--- src/rtl/regfile_write_arbiter_if.sv ---
// rtl/regfile_write_arbiter_if.sv - request, register-file write and hazard lookup bundle for the write arbiter
interface regfile_write_arbiter_if #(
  parameter int REGISTER_WIDTH = 32,
  parameter int REGISTER_DEPTH = 32,
  parameter int FIFO_DEPTH     = 4
);
  localparam int AW = $clog2(REGISTER_DEPTH);
  localparam int CW = $clog2(FIFO_DEPTH) + 1;

  logic                      prim_valid;
  logic                      prim_ready;
  logic [AW-1:0]             prim_address;
  logic [REGISTER_WIDTH-1:0] prim_data;

  logic                      sec_valid;
  logic                      sec_ready;
  logic [AW-1:0]             sec_address;
  logic [REGISTER_WIDTH-1:0] sec_data;

  logic                      write_enable;
  logic [AW-1:0]             write_address;
  logic [REGISTER_WIDTH-1:0] write_data;

  logic [CW-1:0]             pending_count;
  logic [AW-1:0]             lookup_address;
  logic                      lookup_pending;

  modport master (
    output prim_valid, prim_address, prim_data,
    output sec_valid, sec_address, sec_data,
    output lookup_address,
    input  prim_ready, sec_ready,
    input  write_enable, write_address, write_data,
    input  pending_count, lookup_pending
  );

  modport slave (
    input  prim_valid, prim_address, prim_data,
    input  sec_valid, sec_address, sec_data,
    input  lookup_address,
    output prim_ready, sec_ready,
    output write_enable, write_address, write_data,
    output pending_count, lookup_pending
  );
endinterface

--- src/rtl/regfile_write_arbiter.sv ---
// rtl/regfile_write_arbiter.sv - shares one register-file write port between writeback and a queued long-latency path
module regfile_write_arbiter #(
  parameter int REGISTER_WIDTH = 32,
  parameter int REGISTER_DEPTH = 32,
  parameter int FIFO_DEPTH     = 4,
  parameter int STARVE_LIMIT   = 4
) (
  input  logic                   clk,
  input  logic                   rst,
  regfile_write_arbiter_if.slave bus
);
  localparam int AW = $clog2(REGISTER_DEPTH);
  localparam int PW = $clog2(FIFO_DEPTH);
  localparam int CW = PW + 1;
  localparam int SW = $clog2(STARVE_LIMIT + 1);

  logic [AW-1:0]             q_addr [FIFO_DEPTH];
  logic [REGISTER_WIDTH-1:0] q_data [FIFO_DEPTH];
  logic [FIFO_DEPTH-1:0]     q_valid;
  logic [FIFO_DEPTH-1:0]     q_valid_next;
  logic [PW-1:0]             wr_ptr;
  logic [PW-1:0]             rd_ptr;
  logic [CW-1:0]             count;
  logic [SW-1:0]             starve_cnt;

  logic prim_use;
  logic q_empty;
  logic forced;
  logic pop;
  logic push;
  logic grant_prim;
  logic sec_ready_int;
  logic lookup_hit;

  always_comb begin
    prim_use      = bus.prim_valid && (bus.prim_address != '0);
    q_empty       = (count == '0);
    forced        = !q_empty && prim_use && (starve_cnt == SW'(STARVE_LIMIT));
    pop           = rst && !q_empty && (!prim_use || forced);
    grant_prim    = rst && prim_use && !pop;
    // Full-ness comes from the registered count only; a same-cycle pop never frees a slot.
    sec_ready_int = rst && (count < CW'(FIFO_DEPTH));
    push          = sec_ready_int && bus.sec_valid && (bus.sec_address != '0);
  end

  always_comb begin
    bus.write_enable  = 1'b0;
    bus.write_address = '0;
    bus.write_data    = '0;
    if (pop) begin
      bus.write_enable  = 1'b1;
      bus.write_address = q_addr[rd_ptr];
      bus.write_data    = q_data[rd_ptr];
    end else if (grant_prim) begin
      bus.write_enable  = 1'b1;
      bus.write_address = bus.prim_address;
      bus.write_data    = bus.prim_data;
    end
  end

  always_comb begin
    bus.prim_ready    = rst && !forced;
    bus.sec_ready     = sec_ready_int;
    bus.pending_count = rst ? count : '0;
  end

  always_comb begin
    lookup_hit = 1'b0;
    for (int i = 0; i < FIFO_DEPTH; i++) begin
      if (q_valid[i] && (q_addr[i] == bus.lookup_address)) begin
        lookup_hit = 1'b1;
      end
    end
    bus.lookup_pending = rst && lookup_hit && (bus.lookup_address != '0);
  end

  // Push and pop slots never coincide: pop needs a non-empty queue, push a non-full one.
  always_comb begin
    q_valid_next = q_valid;
    if (pop) begin
      q_valid_next[rd_ptr] = 1'b0;
    end
    if (push) begin
      q_valid_next[wr_ptr] = 1'b1;
    end
  end

  always_ff @(posedge clk) begin
    if (push) begin
      q_addr[wr_ptr] <= bus.sec_address;
      q_data[wr_ptr] <= bus.sec_data;
    end
  end

  always_ff @(posedge clk) begin
    if (!rst) begin
      wr_ptr     <= '0;
      rd_ptr     <= '0;
      count      <= '0;
      q_valid    <= '0;
      starve_cnt <= '0;
    end else begin
      q_valid <= q_valid_next;
      if (push) begin
        wr_ptr <= wr_ptr + 1'b1;
      end
      if (pop) begin
        rd_ptr <= rd_ptr + 1'b1;
      end
      if (push && !pop) begin
        count <= count + CW'(1);
      end else if (pop && !push) begin
        count <= count - CW'(1);
      end
      if (pop || q_empty) begin
        starve_cnt <= '0;
      end else if (grant_prim && (starve_cnt != SW'(STARVE_LIMIT))) begin
        starve_cnt <= starve_cnt + SW'(1);
      end
    end
  end
endmodule

--- src/flat_wrapper.sv ---
// flat-port wrapper written by rule: the top's interface ports become plain ports
module regfile_write_arbiter_flat 
#(
  parameter int REGISTER_WIDTH = 32,
  parameter int REGISTER_DEPTH = 32,
  parameter int FIFO_DEPTH     = 4,
  parameter int STARVE_LIMIT   = 4
)
  (clk, rst, bus_prim_valid, bus_prim_address, bus_prim_data, bus_sec_valid, bus_sec_address, bus_sec_data, bus_lookup_address, bus_prim_ready, bus_sec_ready, bus_write_enable, bus_write_address, bus_write_data, bus_pending_count, bus_lookup_pending);
  regfile_write_arbiter_if #(.REGISTER_WIDTH(REGISTER_WIDTH), .REGISTER_DEPTH(REGISTER_DEPTH), .FIFO_DEPTH(FIFO_DEPTH)) bus_i ();
  input  logic clk;
  input  logic rst;
  input wire logic [$bits(bus_i.prim_valid)-1:0] bus_prim_valid;
  input wire logic [$bits(bus_i.prim_address)-1:0] bus_prim_address;
  input wire logic [$bits(bus_i.prim_data)-1:0] bus_prim_data;
  input wire logic [$bits(bus_i.sec_valid)-1:0] bus_sec_valid;
  input wire logic [$bits(bus_i.sec_address)-1:0] bus_sec_address;
  input wire logic [$bits(bus_i.sec_data)-1:0] bus_sec_data;
  input wire logic [$bits(bus_i.lookup_address)-1:0] bus_lookup_address;
  output wire logic [$bits(bus_i.prim_ready)-1:0] bus_prim_ready;
  output wire logic [$bits(bus_i.sec_ready)-1:0] bus_sec_ready;
  output wire logic [$bits(bus_i.write_enable)-1:0] bus_write_enable;
  output wire logic [$bits(bus_i.write_address)-1:0] bus_write_address;
  output wire logic [$bits(bus_i.write_data)-1:0] bus_write_data;
  output wire logic [$bits(bus_i.pending_count)-1:0] bus_pending_count;
  output wire logic [$bits(bus_i.lookup_pending)-1:0] bus_lookup_pending;
  assign bus_i.prim_valid = bus_prim_valid;
  assign bus_i.prim_address = bus_prim_address;
  assign bus_i.prim_data = bus_prim_data;
  assign bus_i.sec_valid = bus_sec_valid;
  assign bus_i.sec_address = bus_sec_address;
  assign bus_i.sec_data = bus_sec_data;
  assign bus_i.lookup_address = bus_lookup_address;
  assign bus_prim_ready = bus_i.prim_ready;
  assign bus_sec_ready = bus_i.sec_ready;
  assign bus_write_enable = bus_i.write_enable;
  assign bus_write_address = bus_i.write_address;
  assign bus_write_data = bus_i.write_data;
  assign bus_pending_count = bus_i.pending_count;
  assign bus_lookup_pending = bus_i.lookup_pending;
  regfile_write_arbiter #(.REGISTER_WIDTH(REGISTER_WIDTH), .REGISTER_DEPTH(REGISTER_DEPTH), .FIFO_DEPTH(FIFO_DEPTH), .STARVE_LIMIT(STARVE_LIMIT)) u_core (.clk(clk), .rst(rst), .bus(bus_i));
endmodule
--- config.mk ---
export PLATFORM = sky130hd
export DESIGN_NAME = regfile_write_arbiter_flat
export DESIGN_NICKNAME = d
export VERILOG_FILES = /design/src/rtl/regfile_write_arbiter_if.sv /design/src/rtl/regfile_write_arbiter.sv /design/src/flat_wrapper.sv
export SDC_FILE = /design/constraint.sdc
export NUM_CORES = 1
export LEC_CHECK = 0
export CAP_MARGIN = 40
export CORE_ASPECT_RATIO = 1.5
export CORE_MARGIN = 1
export CORE_UTILIZATION = 56
export DETAILED_ROUTE_END_ITERATION = 8
export PLACE_DENSITY = 0.85
export SYNTH_ARGS = -nofsm -noshare
export SYNTH_HDL_FRONTEND = slang
export SYNTH_SLANG_ARGS = --single-unit
--- constraint.sdc ---
create_clock -name clk -period 7.5 [get_ports clk]
set_input_delay 1.125 -clock clk [delete_from_list [all_inputs] [get_ports clk]]
set_output_delay 1.125 -clock clk [all_outputs]
set_load 0.1 [all_outputs]
==> results of run 1 <==
critical path: cells and delay by family:
kind / cells / cell delay [ns]
AO/OA/AOI/OAI: 3 / 0.65
AND/OR/NAND/NOR: 1 / 0.53
buffers and inverters: 4 / 1.65
cell families after synthesis:
logic type	count (synthesis)	share of synthesized area
AO/OA/AOI/OAI	58	0.0674
XOR/XNOR	24	0.0308
adder cells (fa/ha/maj)	12	0.0231
buffers and inverters	36	0.0282
flip-flops	164	0.697
multiplexers	38	0.123
AND/OR/NAND/NOR	39	0.0302
synth_stat cells (all sizes together):
cell type  number  share of area
fa              1         0.0029
mux4           37           0.12
xnor2           6         0.0077
ha             11          0.020
nand3           3         0.0022
buf            11          0.014
nand2b          1        0.00092
o211a           1         0.0015
nand2          10         0.0055
nand3b          1         0.0011
and3            1        0.00092
or3             1        0.00092
a22o           37          0.047
nor4            4         0.0037
dfxtp          16          0.047
edfxtp        148           0.65
a21boi          2         0.0022
a31oi           6         0.0055
or4             3         0.0033
nor3            1        0.00073
clkbuf         12         0.0066
inv            13         0.0071
a21oi           2         0.0031
nor2            6         0.0037
xor2           18          0.023
o21ai           9         0.0066
and2            5         0.0046
nor2b           3         0.0027
o21a            1         0.0011
mux2i           1         0.0015
final cells by class:
type | count | area (sq um)
clock buffer | 17 | 425
clock inverter | 14 | 186
fill | 617 | 2440
inverter | 13 | 48.8
multi-input combinational | 171 | 1880
sequential | 164 | 4770
tap | 153 | 191
timing repair buffer | 178 | 2010
power by group through the flow:
stage	Combinational (W)	Sequential, W	Clock, W
after detailed placement	0.00101	0.00113	0
final	0.00101	0.00111	0.000884
after global routing	0.00106	0.00111	0.000935
after CTS	0.00102	0.00111	0.000895
after floorplan	0.000687	0.00109	0
after global placement	0.000833	0.00113	0
sequential cells by signal, summed over array words and instances, names as in the netlist, named ones only:
register and cells:
u_core.starve_cnt 3, u_core.q_addr 20, u_core.rd_ptr 2, u_core.q_valid 4
u_core.wr_ptr 2, u_core.count 3, u_core.q_data 128
placed cells by master (no fill, tap or decap), types with 4 or more instances in the layout:
cell,synthesis,final
edfxtp_1,148,148
clkdlybuf4s50_1,0,126
buf_8,0,44
mux4_2,37,37
a22o_1,37,37
xor2_1,18,18
clkbuf_16,0,17
dfxtp_1,16,14
ha_1,11,11
nand2_1,10,10
inv_1,12,8
clkinv_1,0,7
o21ai_0,7,7
xnor2_1,6,6
a31oi_1,6,6
buf_4,0,6
and2_1,5,5
nor2_1,5,5
nor4_1,4,4
bufinv_16,0,4
routing by layer:
layer | wire [um] | GRT usage
met3 | 771 | 0.0502
met1 | 5550 | 0.294
met2 | 8620 | 0.461
met5 | 0 | 0
met4 | 405 | 0.109
path summary, 6_finish.rpt:
path / to / slack (ns) / start
setup / recovery: bus_write_data[6] / 2.38 / bus_prim_address[0]
hold / removal: u_core.starve_cnt[0]$_SDFFE_PP0P_ / 0.45 / u_core.starve_cnt[0]$_SDFFE_PP0P_
setup reg to reg: u_core.count[2]$_SDFFE_PN0P_ / 4.76 / u_core.count[0]$_SDFFE_PN0P_
hold reg to reg: u_core.starve_cnt[0]$_SDFFE_PP0P_ / 0.45 / u_core.starve_cnt[0]$_SDFFE_PP0P_
metrics by stage:
step           worst slack, ns  hold WS, ns  cell area (sq um)
3_3_place_gp              2.10        0.426               8200
2_1_floorplan             2.33        0.417               6840
3_5_place_dp              2.42        0.441               8900
5_1_grt                   2.29        0.478               9520
6_report                  2.38        0.451               9520
4_1_cts                   2.38        0.453               9520
==> summary.txt, run 1 <==
Logic synthesis
  – Register area share after synthesis: 0.697
  – Register bit total from synthesis: roughly 160
  – Unique masters post-synth: 35
  – Netlist Area Pre-Place: between 6000 and 7000 sq um
  – Cells after synthesis: around 370
  – YS warnings: 0
  – Syn Nets: 466
  – Avg Cell Area, Syn: between 15 and 20 sq um

Worst setup path
  – Data required, critical path: ~6.4 ns
  – Setup crit end kind: primary output
  – Slowest CP cell: clkdlybuf4s50_1
  – CP max stage delay: approximately 0.55 ns
  – CP most frequent cell: clkdlybuf4s50_1
  – Worst-path fanout max: 44
  – R2R depth: 11
  – Kind of critical path: in2out
  – Critical path cell sequence: clkdlybuf4s50_1 -> or4_1 -> o21a_1 -> a21oi_4 -> buf_4 -> a22o_1 -> clkdlybuf4s50_1 -> buf_8
  – Critical Path Start Type: primary input
  – Arrival time at the worst endpoint: 3.99 ns

Floorplanning
  – Die ar.: roughly 13000 sq um
  – Die X: between 90 and 100 um
  – Core ar.: between 10000 and 15000 sq um
  – Site row count: a little under 50
  – Io pins: around 130
  – Starting Density: 0.572
  – Height of the die: between 100 and 150 um

Route
  – DR vias: 4075
  – Final WL: 15300 um
  – Initial detailed-routing violation count: roughly 300
  – Antenna-violating nets left: 0
  – Vias per inst: 5.74
  – DR pass1 iterations: 4
  – DR DRC count: 0
  – Routed length per instance: between 20 and 25 um

Cells and area
  – N_diodes: 0
  – Fin cells: a little over 700
  – Area delta synth->final: 39.2%
  – Ratio of cells with drive above 1 in the final layout: 0.219
  – Util after Layout: 0.796
  – Final Net Count: between 600 and 700

Worst hold path
  – Hold crit path type: reg2reg
  – Hold path cells: 1

Placement
  – GP Congestion: roughly 0.84
  – Number of port buffers: about 130
  – Final HPWL DP: 9910 um
  – Cell Count Post-Placement: 679

Clock network
  – Setup bufs post-CTS: 0
  – Clock sinks: approximately 160
  – Post-cts sizing count: 0
  – Clock transition at path regs: 0.06 ns
  – Clock root cell: clkbuf_16
  – CTS tree: built
  – CTS Buf Count: 17
  – # hold bufs at CTS: 0
  – Clk_lat worst skew: approximately 0.41 ns
  – Htree depth: 4
  – Clock buffer depth: 2

STA
  – Clock period minus worst slack: 5.12 ns
  – Final setup violation count: 0
  – Final period utilization: 0.682
  – Max-slew violations: 0
  – Fin Clk Skew: 0.00556 ns
  – Slew headroom: 0.553
  – Unrepaired setup endpoints after global routing: no
  – Max Clock Freq: 0.195 GHz
  – Worst-margin pin slew: around 0.67 ns
  – Final hold violation count: 0
  – Final setup TNS: 0 ns

Power and ir drop
  – Flop pwr share: 0.368
  – Cell internal pwr: 0.00204 W
  – Switch Pwr: approximately 0.00096 W
  – PwrDens: 316 nW/um^2
  – Comb pwr share: 0.338
  – Sw frac: 0.321
  – Clock power frac: 0.294
  – Tot Pwr: ~0.0030 W
  – Max IR drop VDD: 292 uV
  – P_leak: roughly 3.3 nW

Outcome
  – Status: completed

Global routing
  – Wire length of the first global-routing pass: roughly 23000 um
  – Overall Global Routing Usage: 0.255
  – Initial antenna violation count: 0
  – Vias in the first global route: between 4000 and 5000
  – Total gr overflow: 0
  – Largest net degree at the start of global routing: between 40 and 50

Flow run
  – # Max-Cap Violations: 0
Power figures use the tool's default switching activity.
==> run 2, diff against run 1 <==
- CORE_UTILIZATION: 56 -> 52
- PLACE_DENSITY: 0.85 -> 0.8
- clock period: 7.5 -> 5.1 ns (I/O delays scaled with it)
==> run 2 against run 1 <==
  * Count of clock-buffer cells in the layout stayed put
  * Total power is 44% higher
  * Critical path depth decreased by 1
  * Critical path type unchanged
  * Flip-flop and latch count did not move
==> summary.txt, run 2 (synthesized netlist as in run 1, its figures left out) <==
Worst hold path
  – Hold crit path type: reg2reg

Floorplanning
  – Starting Density: 0.541 (-0.0309)
  – Site row count: 50 (+2.0%)
  – Die ar.: 13600 sq um (+7.6%)
  – Io pins: 127 (unchanged)
  – Core ar.: 12600 sq um (+5.7%)
  – Die X: 95.6 um (+3.7%)
  – Height of the die: 142 um (+3.7%)

STA
  – Final setup TNS: 0 ns (unchanged)
  – Worst-margin pin slew: 0.548 ns (-0.119 ns)
  – Max-slew violations: 0 (unchanged)
  – Max Clock Freq: between 0.2 and 0.3 GHz
  – Clock period minus worst slack: 3.89 ns
  – Final period utilization: 0.763
  – Final hold violation count: 0 (unchanged)
  – Fin Clk Skew: 0.0107 ns (+0.00514 ns)
  – Final setup violation count: 0 (unchanged)
  – Hold Slack: 0.453 ns (+0.00225 ns)
  – Slew headroom: 0.635 (+0.0819)
  – Unrepaired setup endpoints after global routing: no
  – Final setup margin: 1.21 ns (-1.18 ns)

Clock network
  – Post-cts sizing count: 0 (unchanged)
  – Clk_lat worst skew: 0.41 ns (about the same)
  – Clock sinks: 164 (unchanged)
  – Htree depth: 4 (unchanged)
  – # hold bufs at CTS: 0 (unchanged)
  – Clock buffer depth: 2 (unchanged)
  – CTS Buf Count: 17 (unchanged)
  – Clock root cell: clkbuf_16
  – CTS tree: built
  – Clock transition at path regs: 0.06 ns (about the same)
  – Setup bufs post-CTS: 0 (unchanged)

Cells and area
  – Area delta synth->final: 36.3%
  – Most flop-heavy register: u_core.q_data
  – Final Net Count: 603 (-5.8%)
  – Commonest non-fill, non-tap cell in the layout: edfxtp_1
  – Most frequent cells in the layout: edfxtp_1, clkdlybuf4s50_1, buf_12, mux4_2, a22o_1
  – N_diodes: 0 (unchanged)
  – Fin cells: 676 (-4.8%)
  – Top flop regs: u_core.q_data: 128 flops, u_core.q_addr: 20 flops, u_core.q_valid: 4 flops
  – # fillers: 752 (+22%)
  – Largest register FFs: 128 (unchanged)
  – Ratio of cells with drive above 1 in the final layout: 0.246 (+0.0271)

Worst setup path
  – CP max stage delay: 0.52 ns (-0.03 ns)
  – Critical Path Start Type: primary input
  – Worst-path fanout max: 23 (-48%)
  – Kind of critical path: in2out
  – Slowest CP cell: or4_1
  – CP most frequent cell: buf_4
  – Setup crit end kind: primary output
  – Critical path cell sequence: clkdlybuf4s50_1 -> or4_1 -> o21a_1 -> a21oi_4 -> buf_4 -> a22o_1 -> buf_4
  – Data required, critical path: 4.34 ns (-2.04 ns)
  – Arrival time at the worst endpoint: 3.13 ns (-0.86 ns)

Route
  – Final WL: 14200 um (-7.7%)
  – Vias per inst: 5.77 (+0.47%)
  – Initial detailed-routing violation count: 200 (-33%)
  – Routed length per instance: 21.0 um (-3.1%)
  – DR vias: 3898 (-4.3%)
  – DR DRC count: 0 (unchanged)
  – Antenna-violating nets left: 0 (unchanged)
  – DR pass1 iterations: 4 (unchanged)

Power and ir drop
  – Tot Pwr: 0.00433 W (+44%)
  – P_leak: 3.18 nW (-2.3%)
  – PwrDens: 464 nW/um^2 (+47%)
  – Max IR drop VDD: 274 uV (-6.3%)

Placement
  – Cell Count Post-Placement: 645 (-5.0%)
  – GP Congestion: 0.838 (-0.29%)
  – Number of port buffers: 126 (unchanged)
  – Setup slack at placement: 1.20 ns (-1.22 ns)
  – Final HPWL DP: 9750 um (-1.5%)

Global routing
  – Wire length of the first global-routing pass: 21900 um (-6.0%)
  – Largest net degree at the start of global routing: 25 (-44%)
  – Initial antenna violation count: 0 (unchanged)
  – Total gr overflow: 0 (unchanged)
  – Vias in the first global route: 4120 (-5.0%)
  – Overall Global Routing Usage: 0.225 (-0.0292)

Outcome
  – Status: completed

Flow run
  – # Max-Cap Violations: 0 (unchanged)
-- run 2: cell count changes in the layout (fill, tap and decap cells not counted), sizes merged --
| cell | previous run | this run |
|---|---|---|
| bufinv | 4 | 3 |
| clkinv | 11 | 6 |
| clkdlybuf4s50 | 126 | 87 |
| inv | 10 | 15 |
| buf | 52 | 54 |
| clkinvlp | 2 | 3 |
-- run 2: per-layer routing --
layer	up-vias	global-route usage	part of all wire
met4	0	0.0982	0.016
met2	144	0.403	0.57
met5	-	0	0
li1	1770	-	-
met1	1966	0.252	0.37
met3	18	0.0524	0.052
-- run 2: worst paths after layout --
check             slack (ns)                              start                           endpoint  depth (start not counted)
setup / recovery        1.21                bus_prim_address[0]               bus_write_address[0]                          7
hold / removal          0.45  u_core.starve_cnt[0]$_SDFFE_PP0P_  u_core.starve_cnt[0]$_SDFFE_PP0P_                          1
setup reg to reg        2.68       u_core.count[0]$_SDFFE_PN0P_       u_core.count[2]$_SDFFE_PN0P_                         10
hold reg to reg         0.45  u_core.starve_cnt[0]$_SDFFE_PP0P_  u_core.starve_cnt[0]$_SDFFE_PP0P_                          1
-- run 2: cell type report --
cell class / instances / area, sq um / area share
Timing Repair Buffer: 141 / 1830 / 0.197
Clock inverter: 14 / 160 / 0.0172
Tap cell: 156 / 195 / 0.0210
Multi-Input combinational cell: 171 / 1880 / 0.202
Inverter: 13 / 48.8 / 0.00524
Clock buffer: 17 / 425 / 0.0457
Sequential cell: 164 / 4770 / 0.512
-- run 2: report_power, final --
group / internal, W / switching, W / leakage [nW]
logic: 0.000614 / 0.000830 / 1.42
registers: 0.00155 / 0.0000794 / 1.47
clock network: 0.000763 / 0.000490 / 0.278
total: 0.00293 / 0.00140 / 3.18
-- run 2: per-stage QoR --
stage | utilization | instance area [sq um]
2_1_floorplan | - | 6840
3_3_place_gp | 0.675 | 8530
3_5_place_dp | 0.691 | 8730
4_1_cts | 0.737 | 9310
5_1_grt | 0.737 | 9310
6_report | 0.737 | 9310
-- run 2: worst max-delay path, delay by kind of cell --
| kind | cells | cell delay, ns |
|---|---|---|
| buf+inv | 3 | 1.04 |
| compound gates | 3 | 0.78 |
| simple gates | 1 | 0.52 |
==> run 3, diff against run 2 <==
- clock period: 5.1 -> 4.04 ns (I/O delays scaled with it)
==> run 3 against run 2 <==
  * Design area shrank 0.54%
  * Clock skew decreased by 0.0030 ns
  * Flip-flop and latch count unchanged
  * Total power is 26% higher
  * Hold slack got worse by 0.0025 ns
  * Clock power increased by 29%
  * First-iteration DRC count increased by 3.0%
  * Via count is 1.1% higher
  * Sequential share of layout area grew 0.28 points
==> summary.txt, run 3 (synthesized netlist as in run 1, its figures left out) <==
Worst setup path
  – Kind of critical path: in2out
  – Arrival time at the worst endpoint: 2.86 ns (-0.27 ns)
  – Data required, critical path: 3.43 ns (-0.91 ns)
  – Critical Path Start Type: primary input
  – Worst-path fanout max: 24 (+4.3%)
  – Setup crit end kind: primary output

STA
  – Max Clock Freq: just under 0.3 GHz
  – Unrepaired setup endpoints after global routing: no
  – Worst-margin pin slew: 0.582 ns (+0.0346 ns)
  – Clock period minus worst slack: approximately 3.5 ns
  – Final setup margin: 0.574 ns (-0.633 ns)
  – Final setup TNS: 0 ns (unchanged)
  – Final hold violation count: 0 (unchanged)
  – Max-slew violations: 0 (unchanged)
  – Final period utilization: 0.858
  – Fin Clk Skew: 0.00771 ns (-0.00299 ns)
  – Slew headroom: 0.612 (-0.0231)
  – Final setup violation count: 0 (unchanged)

Cells and area
  – Ratio of cells with drive above 1 in the final layout: 0.254 (+0.00772)
  – Largest register FFs: 128 (unchanged)
  – Commonest non-fill, non-tap cell in the layout: edfxtp_1
  – Design Area, Final: 9260 sq um (-0.54%)
  – Most frequent cells in the layout: edfxtp_1, clkdlybuf4s50_1, buf_12, mux4_2, a22o_1
  – Multi-input gate area: 1880 sq um (unchanged)
  – Top flop regs: u_core.q_data: 128 flops, u_core.q_addr: 20 flops, u_core.q_valid: 4 flops
  – # fillers: 770 (+2.4%)
  – Most flop-heavy register: u_core.q_data
  – Area delta synth->final: 35.5%
  – Register area: 4770 sq um (unchanged)
  – Util after Layout: 0.733 (-0.00396)
  – Final Net Count: 598 (-0.83%)
  – N_diodes: 0 (unchanged)

Clock network
  – Clock sinks: 164 (unchanged)
  – Clk_lat worst skew: 0.42 ns (about the same)
  – Clock transition at path regs: 0.07 ns (about the same)
  – CTS tree: built
  – Post-cts sizing count: 0 (unchanged)
  – Htree depth: 4 (unchanged)
  – # hold bufs at CTS: 0 (unchanged)
  – CTS Buf Count: 17 (unchanged)
  – Setup bufs post-CTS: 0 (unchanged)
  – Clock root cell: clkbuf_16
  – Clock buffer depth: 2 (unchanged)

Power and ir drop
  – P_leak: 3.16 nW (-0.34%)
  – Cell internal pwr: 0.00364 W (+24%)
  – Max IR drop VDD: 386 uV (+41%)
  – Sw frac: 0.334 (+0.0108)
  – Switch Pwr: 0.00183 W (+31%)
  – Clock power frac: 0.294 (+0.004)
  – Comb pwr share: 0.330 (-0.004)
  – PwrDens: 591 nW/um^2 (+27%)
  – Flop pwr share: 0.377 (about the same)

Outcome
  – Status: completed

Floorplanning
  – Height of the die: 142 um (unchanged)
  – Die X: 95.6 um (unchanged)
  – Io pins: 127 (unchanged)
  – Starting Density: 0.541 (unchanged)
  – Die ar.: 13600 sq um (unchanged)
  – Core ar.: 12600 sq um (unchanged)
  – Site row count: 50 (unchanged)

Route
  – Initial detailed-routing violation count: 206 (+3.0%)
  – Antenna-violating nets left: 0 (unchanged)
  – DR vias: 3942 (+1.1%)
  – DR pass1 iterations: 4 (unchanged)
  – DR DRC count: 0 (unchanged)
  – Vias per inst: 5.87 (+1.7%)
  – Final WL: 14400 um (+1.8%)
  – Routed length per instance: 21.5 um (+2.4%)

Global routing
  – Wire length of the first global-routing pass: 22000 um (+0.85%)
  – Overall Global Routing Usage: 0.228 (+0.00302)
  – Total gr overflow: 0 (unchanged)
  – Largest net degree at the start of global routing: 25 (unchanged)
  – Vias in the first global route: 4173 (+1.3%)
  – Initial antenna violation count: 0 (unchanged)

Worst hold path
  – Hold crit path type: reg2reg

Placement
  – Setup slack at placement: 0.585 ns (-0.612 ns)
  – Number of port buffers: 126 (unchanged)
  – GP Congestion: 0.828 (-1.2%)
  – Placed cell areas: 8670 sq um (-0.72%)
  – Final HPWL DP: 9510 um (-2.5%)

Flow run
  – # Max-Cap Violations: 0 (unchanged)
[run 3: metrics by stage]
stage / hold slack (ns) / std cells / total power, W
floorplan: 0.417 / 371 / 0.00330
detailed placement: 0.439 / 640 / 0.00391
CTS: 0.454 / 672 / 0.00552
finish: 0.451 / 672 / 0.00547
global placement: 0.427 / 639 / 0.00386
global route: 0.484 / 672 / 0.00565
[run 3: area by class of cell]
| class | count | area share |
|---|---|---|
| Inverter | 13 | 0.00527 |
| Clock buffer | 17 | 0.0459 |
| Timing Repair Buffer | 136 | 0.191 |
| Tap cell | 156 | 0.0211 |
| Sequential cell | 164 | 0.515 |
| Multi-Input combinational cell | 171 | 0.203 |
| Clock inverter | 15 | 0.0186 |
[run 3: power by group through the flow]
stage,clock network [W],logic [W],registers [W]
after CTS,0.00163,0.00182,0.00207
final,0.00161,0.00180,0.00206
after floorplan,0,0.00128,0.00202
after detailed placement,0,0.00181,0.00210
after global placement,0,0.00176,0.00210
after global routing,0.00168,0.00189,0.00208
[run 3: path summary, 6_finish.rpt]
path	slack (ns)	depth (start not counted)	startpoint	to
worst max-delay path	0.57	8	bus_prim_address[0]	bus_write_data[11]
worst min-delay path	0.45	1	u_core.starve_cnt[0]$_SDFFE_PP0P_	u_core.starve_cnt[0]$_SDFFE_PP0P_
worst max register to register	1.64	10	u_core.count[0]$_SDFFE_PN0P_	u_core.count[2]$_SDFFE_PN0P_
worst min register to register	0.45	1	u_core.starve_cnt[0]$_SDFFE_PP0P_	u_core.starve_cnt[0]$_SDFFE_PP0P_
[run 3: worst max-delay path, stage by stage]
cell	delay, ns
clkdlybuf4s50_1	0.42
or4_1	0.52
o21a_1	0.27
nand2_1	0.17
nor2_4	0.12
buf_4	0.25
a22o_1	0.30
buf_12	0.18
[run 3: per-layer routing]
| layer | share of wire | GRT usage | vias to the layer above |
|---|---|---|---|
| met5 | 0 | 0 | - |
| met4 | 0.027 | 0.115 | 0 |
| met3 | 0.056 | 0.0486 | 29 |
| met2 | 0.54 | 0.399 | 159 |
| met1 | 0.37 | 0.260 | 1995 |
| li1 | - | - | 1759 |
